**config.mk**
```make
export PLATFORM = sky130hd
export DESIGN_NAME = rom_link_server_flat
export DESIGN_NICKNAME = d
export VERILOG_FILES = /design/src/rtl/rom_link_server_if.sv /design/src/rtl/rom_link_server.sv /design/src/flat_wrapper.sv
export SDC_FILE = /design/constraint.sdc
export NUM_CORES = 1
export LEC_CHECK = 0
export BUFFER_PORTS_ARGS = -buffer_cell sky130_fd_sc_hd__clkbuf_2
export CORE_UTILIZATION = 35
export CTS_CLUSTER_DIAMETER = 100
export DETAILED_ROUTE_END_ITERATION = 7
export GPL_ROUTABILITY_DRIVEN = 0
export PLACE_DENSITY = 0.52
export SETUP_SLACK_MARGIN = 0.4
export SLEW_MARGIN = 10
export SYNTH_ARGS = -nofsm -noshare
export SYNTH_HDL_FRONTEND = slang
export SYNTH_SLANG_ARGS = --single-unit
```
**constraint.sdc**
```tcl
create_clock -name clk -period 2.5 [get_ports clk]
set_clock_uncertainty 0.1 [all_clocks]
set_input_delay 0.375 -clock clk [delete_from_list [all_inputs] [get_ports clk]]
set_output_delay 0.375 -clock clk [all_outputs]
set_load 0.02 [all_outputs]
```
**src/rtl/rom_link_server_if.sv**
```systemverilog
// Byte-FIFO and ROM bus seen by the remote ROM link server.
// The master side is the server; the slave side is the FIFOs plus the ROM.
interface rom_link_server_if #(
   parameter int ROM_AW = 12
);
   logic              cmd_empty;
   logic              cmd_rd_en;
   logic [7:0]        cmd_dout;
   logic              rsp_full;
   logic              rsp_wr_en;
   logic [7:0]        rsp_din;
   logic              rom_en;
   logic [ROM_AW-4:0] rom_addr;
   logic [63:0]       rom_rdata;

   modport master (
      input  cmd_empty, cmd_dout, rsp_full, rom_rdata,
      output cmd_rd_en, rsp_wr_en, rsp_din, rom_en, rom_addr
   );

   modport slave (
      output cmd_empty, cmd_dout, rsp_full, rom_rdata,
      input  cmd_rd_en, rsp_wr_en, rsp_din, rom_en, rom_addr
   );
endinterface

```
**src/rtl/rom_link_server.sv**
```systemverilog
// Far-end server of the remote ROM byte link: pops an 8-byte address, reads one
// ROM word (or a fill pattern when out of range) and pushes its 8 bytes back.
module rom_link_server #(
   parameter int          ROM_AW   = 12,
   parameter logic [63:0] OOR_DATA = 64'hDEAD_BEEF_DEAD_BEEF
) (
   input  logic              clk,
   input  logic              rst_n,
   rom_link_server_if.master bus,
   output logic              busy,
   output logic              oor
);

   typedef enum logic [2:0] {
      S_IDLE,
      S_ADDR,
      S_ROM_RD,
      S_ROM_WAIT,
      S_RESP
   } state_t;

   state_t      r_state;
   logic [3:0]  r_icnt;
   logic [3:0]  r_ccnt;
   logic [3:0]  r_ocnt;
   logic        r_cap;
   // Byte offset bits are never stored: every ROM read is word aligned.
   logic [63:3] r_addr;
   logic [63:0] r_data;

   logic w_cmd_rd_en;
   logic w_rsp_wr_en;
   logic w_in_range;

   assign w_in_range  = (r_addr[63:ROM_AW] == '0);
   assign w_cmd_rd_en = (r_state == S_ADDR) && (r_icnt < 4'd8) && !bus.cmd_empty;
   assign w_rsp_wr_en = (r_state == S_RESP) && !bus.rsp_full;

   assign bus.cmd_rd_en = w_cmd_rd_en;
   assign bus.rsp_wr_en = w_rsp_wr_en;
   assign bus.rsp_din   = r_data[7:0];
   assign bus.rom_en    = (r_state == S_ROM_RD) && w_in_range;
   assign bus.rom_addr  = (r_state == S_ROM_RD) ? r_addr[ROM_AW-1:3] : '0;
   assign busy          = (r_state != S_IDLE);
   assign oor           = (r_state == S_ROM_RD) && !w_in_range;

   // NOTE: state is updated with non-blocking assignments so every branch below
   // sees the pre-edge values of the counters and shift registers.
   always_ff @(posedge clk or negedge rst_n) begin
      if (!rst_n) begin
         r_state <= S_IDLE;
         r_icnt  <= '0;
         r_ccnt  <= '0;
         r_ocnt  <= '0;
         r_cap   <= 1'b0;
         r_addr  <= '0;
         r_data  <= '0;
      end else begin
         case (r_state)
            S_IDLE: begin
               if (!bus.cmd_empty) begin
                  r_state <= S_ADDR;
                  r_icnt  <= '0;
                  r_ccnt  <= '0;
                  r_cap   <= 1'b0;
               end
            end

            S_ADDR: begin
               if (w_cmd_rd_en) r_icnt <= r_icnt + 4'd1;
               // Standard FIFO: the popped byte appears on cmd_dout one cycle later.
               r_cap <= w_cmd_rd_en;
               if (r_cap) begin
                  r_addr <= {bus.cmd_dout, r_addr[63:11]};
                  r_ccnt <= r_ccnt + 4'd1;
                  if (r_ccnt == 4'd7) r_state <= S_ROM_RD;
               end
            end

            S_ROM_RD: begin
               r_ocnt <= '0;
               if (w_in_range) begin
                  r_state <= S_ROM_WAIT;
               end else begin
                  r_data  <= OOR_DATA;
                  r_state <= S_RESP;
               end
            end

            S_ROM_WAIT: begin
               r_data  <= bus.rom_rdata;
               r_state <= S_RESP;
            end

            S_RESP: begin
               if (w_rsp_wr_en) begin
                  r_data <= {8'h00, r_data[63:8]};
                  r_ocnt <= r_ocnt + 4'd1;
                  if (r_ocnt == 4'd7) r_state <= S_IDLE;
               end
            end

            default: r_state <= S_IDLE;
         endcase
      end
   end

endmodule

```
**src/flat_wrapper.sv**
```systemverilog
// flat-port wrapper written by rule: the top's interface ports become plain ports
module rom_link_server_flat 
#(
   parameter int          ROM_AW   = 12,
   parameter logic [63:0] OOR_DATA = 64'hDEAD_BEEF_DEAD_BEEF
)
  (clk, rst_n, busy, oor, bus_cmd_empty, bus_cmd_dout, bus_rsp_full, bus_rom_rdata, bus_cmd_rd_en, bus_rsp_wr_en, bus_rsp_din, bus_rom_en, bus_rom_addr);
  rom_link_server_if #(.ROM_AW(ROM_AW)) bus_i ();
  input  logic clk;
  input  logic rst_n;
  output logic busy;
  output logic oor;
  input wire logic [$bits(bus_i.cmd_empty)-1:0] bus_cmd_empty;
  input wire logic [$bits(bus_i.cmd_dout)-1:0] bus_cmd_dout;
  input wire logic [$bits(bus_i.rsp_full)-1:0] bus_rsp_full;
  input wire logic [$bits(bus_i.rom_rdata)-1:0] bus_rom_rdata;
  output wire logic [$bits(bus_i.cmd_rd_en)-1:0] bus_cmd_rd_en;
  output wire logic [$bits(bus_i.rsp_wr_en)-1:0] bus_rsp_wr_en;
  output wire logic [$bits(bus_i.rsp_din)-1:0] bus_rsp_din;
  output wire logic [$bits(bus_i.rom_en)-1:0] bus_rom_en;
  output wire logic [$bits(bus_i.rom_addr)-1:0] bus_rom_addr;
  assign bus_i.cmd_empty = bus_cmd_empty;
  assign bus_i.cmd_dout = bus_cmd_dout;
  assign bus_i.rsp_full = bus_rsp_full;
  assign bus_i.rom_rdata = bus_rom_rdata;
  assign bus_cmd_rd_en = bus_i.cmd_rd_en;
  assign bus_rsp_wr_en = bus_i.rsp_wr_en;
  assign bus_rsp_din = bus_i.rsp_din;
  assign bus_rom_en = bus_i.rom_en;
  assign bus_rom_addr = bus_i.rom_addr;
  rom_link_server #(.ROM_AW(ROM_AW), .OOR_DATA(OOR_DATA)) u_core (.clk(clk), .rst_n(rst_n), .bus(bus_i), .busy(busy), .oor(oor));
endmodule
```
==> results of run 1 <==
[area by class of cell]
cell class	instances	share of cell area
tap	225	0.0314
sequential	141	0.394
timing repair buffer	167	0.177
multi-input combinational	351	0.326
clock buffer	19	0.0494
clock inverter	13	0.0208
inverter	3	0.00154
[how the worst max path moves through the flow]
stage,startpoint,endpoint,depth (start not counted)
4_1_cts,u_core.r_addr[36]$_DFFE_PN0P_,bus_rom_en,5
3_3_place_gp,u_core.r_addr[46]$_DFFE_PN0P_,u_core.r_data[1]$_DFFE_PN0P_,6
6_report,u_core.r_addr[14]$_DFFE_PN0P_,bus_rom_en,5
2_1_floorplan,u_core.r_addr[46]$_DFFE_PN0P_,bus_rom_en,5
3_5_place_dp,u_core.r_addr[46]$_DFFE_PN0P_,u_core.r_data[0]$_DFFE_PN0P_,6
5_1_grt,u_core.r_addr[27]$_DFFE_PN0P_,bus_rom_en,5
[per-layer routing]
metal / global-route usage / wire (um) / vias up
li1: - / - / 2312
met1: 0.251 / 7560 / 2548
met2: 0.319 / 8820 / 134
met3: 0.0393 / 867 / 22
met4: 0.0618 / 289 / 0
met5: 0 / 0 / -
[cell families (layout without fill, tap and decap cells)]
logic type      after synthesis  in the layout
xor+xnor                      3              3
mux                          63             63
simple gates                 86             86
compound gates              196            196
buf+inv                      53            202
flops                       141            141
fa+ha+maj                     3              3
[power by group through the flow]
stage	clock, uW	sequential, uW	combinational (uW)
5_1_grt	2840	4190	2900
6_report	2690	4070	2640
3_3_place_gp	0	3900	2080
3_5_place_dp	0	3930	2160
2_1_floorplan	0	3690	1750
4_1_cts	2730	4020	2470
[worst reg2reg max path: stages (launching register included)]
cell and delay, ns:
dfrtp_1 0.41, nor4_4 0.31, nand4_1 0.18, buf_4 0.19, nor4_4 0.27, buf_4 0.18, or2_4 0.14, buf_6 0.11
buf_6 0.10, buf_12 0.10, buf_16 0.13, o21ai_2 0.06
[stage by stage]
step,total power (uW),utilization
2_1_floorplan,5440,-
3_3_place_gp,5990,0.399
3_5_place_dp,6090,0.399
4_1_cts,9220,0.495
5_1_grt,9920,0.518
6_report,9410,0.518
[flip-flops by register name (all words and copies together), names as in the netlist]
| signal | flops |
|---|---|
| u_core.r_data | 64 |
| u_core.r_addr | 61 |
| u_core.r_ccnt | 4 |
| u_core.r_icnt | 4 |
| u_core.r_ocnt | 4 |
| u_core.r_state | 3 |
| u_core.r_cap | 1 |
[repair_timing]
action / 4_1_cts / 5_1_grt
gates resized for setup: 141 / 86
setup buffers: 28 / 9
endpoints found under the hold margin: 50 / 0
cloned: 11 / 3
pin swaps: 55 / 51
hold buffers: 1 / 0
setup endpoints to repair: 131 / 77
[layout by cell type, fill, tap and decap left out, types with 5 or more instances in the layout]
master | synthesis | routed
o21ai_2 | 10 | 68
buf_12 | 0 | 11
buf_16 | 0 | 10
nor4_2 | 1 | 7
buf_8 | 0 | 10
buf_6 | 7 | 21
dfrtp_1 | 141 | 139
a21oi_1 | 5 | 5
and2_4 | 0 | 9
o21ai_1 | 44 | 13
nor4_1 | 15 | 5
clkbuf_2 | 0 | 83
mux2_2 | 61 | 61
a22oi_1 | 15 | 15
clkbuf_16 | 0 | 19
o21ai_0 | 65 | 32
o22ai_1 | 42 | 42
nor2_1 | 19 | 17
buf_4 | 11 | 27
o21ai_4 | 0 | 6
nand2_1 | 18 | 17
==> flow_summary.toml, run 1 <==
[run_status]
status = "finished, final reports clean"

[yosys]
ys_types = 40
yosys-top-cells-count = "141 x dfrtp_1, 65 x o21ai_0, 61 x mux2_2"
synthSimpleGateAreaFrac = 0.0735
synth_mux_area_frac = 0.114
synthesis.nets = 624
synthesis.area_sq_um = 6210
post-synth-top-count-cell = "dfrtp_1"
synth_edf_count = 0
syn_inst = 545
synthAdderAreaFrac = 0.00604
avgSynthCellArea_sq_um = 11.4
synth_area_leaders = "dfrtp_1 57%, mux2_2 11%, o21ai_0 5.2%"
synth_top_area_cell = "dfrtp_1"
synthArstFlopShare = 1.00
synth-compound-area-share = 0.186
synth_xor_xnor_area_share = 0.00423
yosysWarnings = 0
yosys_most_used_dff = "dfrtp_1"
synth_top_family_by_area = "compound AO/OA/AOI/OAI gates"
yosysSeqAreaShare = 0.568
ys_ff_latch = 141
yosysTopAreaCellShare = 0.568

[power_and_ir_drop]
p_sw_uw = 2930
p_seq_frac = 0.433
ir_drop_mv = 0.539
p_sw_frac = 0.312
power_frac_clock = 0.286
pwr_density_cell_nw_per_um2 = 1050
pwr-share-comb = 0.281
p_leak_uw = 0.00394
internal_power_uw = 6470

[critical_path]
cp_top_family = "simple AND/OR/NAND/NOR gates"
cp_max_fo = 2
critPathMaxStageDelay_ns = 0.41
rr_startpoint = "u_core.r_addr[14]$_DFFE_PN0P_"
path_cells = "nor4_4, nand4_1, buf_4, nor4_4, clkbuf_8"
path_buf_inv = 2
path_class = "flip-flop to output pin"
r2r_setup_slack_ns = 0.11
start_kind = "flip-flop"
worstPathArrival_ns = 1.99
worstReg2RegEnd = "u_core.r_data[14]$_DFFE_PN0P_"
worstPathRequired_ns = 2.03
critPathMostFrequentCell = "nor4_4"
rr_worst_depth = 11
critPathCaptureType = "output pin"
crit_path_top_delay_cell = "dfrtp_1"

[cells_and_area]
drive_gt1_frac = 0.537
register_area_sq_um = 3530
multi_input_area_sq_um = 2920
fill_cells = 1496
nets = 760
n_antenna_cell = 0
design_area_sq_um = 8960
instances_no_fill = 919
area_delta_synth_final_pct = 44.2

[drt]
post_drt_wl_per_cell_um = 19.1
num_vias = 5016
drt_iter0_drc = 221
drt-total-wl_um = 17500
vias_per_cell = 5.46
drc = 0
dr.pass1.iters = 4
ant_nets = 0

[floorplan]
fp.dieH_um = 135
die_area_sq_um = 18300
coreArea_sq_um = 17300
initial_utilization = 0.359
die_w_um = 135
rows = 48
ios = 98

[min_path]
holdCritPathClass = "input pin to flip-flop"
whs_path_depth = 2
hold_start = "bus_cmd_dout[1]"
hold_end = "u_core.r_addr[57]$_DFFE_PN0P_"

[timing]
finalSetupViolCount = 0
slew_viol_final = 0
setup-tns-final_ns = 0
min_period_over_period = 0.985
fmax_ghz = 0.406
whs_ns = 0.0895
rsz0062_at_grt = "yes"
min_period_ns = 2.46
worstMarginPinSlew_ns = 0.778
slew_headroom = 0.481
timing.final.ws_setup_ns = 0.0385
hold_viol = 0

[global_routing]
grt_pass1_vias = 5074
grt_max_degree = 57
grt_usage = 0.192
gr-total-overflow = 0
antenna_found_initial = 0
grt_pass1_wl_um = 26800

[placed_design]
placed_area_sq_um = 6910
portBuffers = 97
hpwl_um = 9970
dp_slack_ns = 0.137
placed_cells = 835

[cts]
cts_buffers = 17
cts_tree = "yes"
clk_pin_slew_ns = 0.06
clockBufferDepth = 2
clkSinkCount = 141
htree_levels = 4
clk_latency_ns = 0.42
clk_root_buffer_cell = "clkbuf_16"

[flow_run]
max_cap_violations = 0
Power figures use the tool's default switching activity.
==> inputs of run 2 (changes only) <==
Clock period 2.5 ns to 2.8 ns, I/O delays scaled along.
==> run 2 against run 1 <==
  * Register-to-register slack improved by 0.49 ns
  * Critical path depth grew 2
  * Hold slack worse by 0.15 ns
  * Clock power down 16%
  * The run now ends with hold timing left
  * Largest cell class unchanged
  * Via count decreased by 6.9%
  * Sequential share of layout area rose by 6.6 points
  * Global-route usage decreased by 1.9 points
  * Utilization is 7.4 points lower
==> flow_summary.toml, run 2 (synthesis results as in run 1) <==
[run_status]
status = "finished with violations"
violations = "hold timing"

[drt]
dr.pass1.iters = 4
num_vias = 4671
drc = 0
drt_iter0_drc = 281
drt-total-wl_um = 14900
ant_nets = 0
post_drt_wl_per_cell_um = 17.1
vias_per_cell = 5.35

[floorplan]
die_w_um = 135
coreArea_sq_um = 17300
ios = 98
rows = 48
initial_utilization = 0.359
die_area_sq_um = 18300
fp.dieH_um = 135

[critical_path]
path_class = "flip-flop to output pin"
path_buf_inv = 3
worstPathRequired_ns = 2.28
critPathMaxStageDelay_ns = 0.40
start_kind = "flip-flop"
cp_max_fo = 3
crit_path_top_delay_cell = "dfrtp_1"
cp_top_family = "simple AND/OR/NAND/NOR gates"
path_cells = "nor4_2, nand4_1, buf_6, nor4_4, buf_4, nor2_4, buf_8"
worstPathArrival_ns = 1.99
critPathCaptureType = "output pin"

[timing]
finalSetupViolCount = 0
slew_viol_final = 0
hold_viol = 21
slew_headroom = 0.449
whs_ns = -0.0601
setup-tns-final_ns = 0
fmax_ghz = 0.399
min_period_over_period = 0.896
worstMarginPinSlew_ns = 0.827
rsz0062_at_grt = "yes"
min_period_ns = 2.51

[cts]
clk_root_buffer_cell = "clkbuf_16"
clkSinkCount = 141
clk_latency_ns = 0.42
cts_buffers = 17
clockBufferDepth = 2
clk_pin_slew_ns = 0.06
cts_tree = "yes"
htree_levels = 4

[global_routing]
grt_pass1_wl_um = 24600
gr-total-overflow = 0
grt_usage = 0.174
antenna_found_initial = 0
grt_pass1_vias = 4678
grt_max_degree = 87

[placed_design]
portBuffers = 97
placed_area_sq_um = 6870
placed_cells = 833
hpwl_um = 9610

[cells_and_area]
nets = 715
n_antenna_cell = 0
fill_cells = 1653
largest_register_ffs = 64
final_cell_mix = "140 x dfrtp_1, 94 x clkbuf_2, 65 x o21ai_0, 61 x mux2_2, 44 x o21ai_1"
fin_util = 0.444
mostFrequentLayoutCell = "dfrtp_1"
instances_no_fill = 873
area_delta_synth_final_pct = 23.6
design_area_sq_um = 7680
max_flop_register = "u_core.r_data"
top_regs = "u_core.r_data x64, u_core.r_addr x61"
drive_gt1_frac = 0.383

[min_path]
holdCritPathClass = "input pin to async pin"

[power_and_ir_drop]
finalPower_uw = 7740
ir_drop_mv = 0.483
pwr_density_cell_nw_per_um2 = 1010
p_leak_uw = 0.00342

[flow_run]
max_cap_violations = 0
run 2: path summary, 6_finish.rpt:
check	from	end	slack, ns	depth (start not counted)
worst max-delay path	u_core.r_addr[27]$_DFFE_PN0P_	oor	0.29	7
worst max register to register	u_core.r_addr[17]$_DFFE_PN0P_	u_core.r_data[60]$_DFFE_PN0P_	0.60	7
min in group clk	bus_rom_rdata[56]	u_core.r_data[56]$_DFFE_PN0P_	0.13	2
worst min-delay path	rst_n	u_core.r_data[7]$_DFFE_PN0P_	-0.06	1
max in group asynchronous	rst_n	u_core.r_state[2]$_DFFE_PN0P_	1.91	2
worst min register to register	u_core.r_data[62]$_DFFE_PN0P_	u_core.r_data[62]$_DFFE_PN0P_	0.40	1
run 2: timing repair:
| item | CTS | global route |
|---|---|---|
| hold buffers | 0 | 0 |
| pin swaps | 9 | 5 |
| hold endpoints to repair | 0 | 0 |
| endpoints found under the setup margin | 3 | 46 |
| buffers inserted | 6 | 3 |
| resized for setup | 20 | 10 |
run 2: cell type report:
| type | count | area (sq um) | area share |
|---|---|---|---|
| tap | 225 | 282 | 0.0367 |
| timing repair buffer | 122 | 743 | 0.0968 |
| sequential | 141 | 3530 | 0.460 |
| clock buffer | 25 | 505 | 0.0658 |
| multi-input combinational | 351 | 2530 | 0.329 |
| clock inverter | 6 | 82.6 | 0.0108 |
| inverter | 3 | 11.3 | 0.00147 |
run 2: per-layer routing:
layer,vias to the layer above,GRT usage,wire (um),share of wire
met4,0,0.0562,208,0.014
li1,2189,-,-,-
met5,-,0,0,0
met3,15,0.0426,693,0.046
met2,109,0.275,7120,0.48
met1,2358,0.233,6890,0.46
run 2: where the power goes:
group          leakage [uW]  total, uW  internal (uW)  switching, uW
Sequential          0.00177       3560           2890            668
Combinational       0.00137       1940           1090            844
Clock              0.000289       2250           1420            825
Total               0.00342       7740           5400           2340
run 2: stage by stage:
| stage | setup slack, ns | hold slack [ns] |
|---|---|---|
| floorplan | 0.736 | 0.0244 |
| global placement | 0.467 | 0.375 |
| detailed placement | 0.473 | 0.387 |
| CTS | 0.261 | 0.00436 |
| global route | 0.173 | 0.0373 |
| finish | 0.291 | -0.0601 |
run 2: worst register-to-register path, cell delays in order, from the launching register on:
cell and delay [ns]:
dfrtp_1 0.40, nor4_2 0.34, nand3_1 0.17, nor4_4 0.37, buf_4 0.19, or2_2 0.15
buf_6 0.23, o2bb2ai_1 0.16
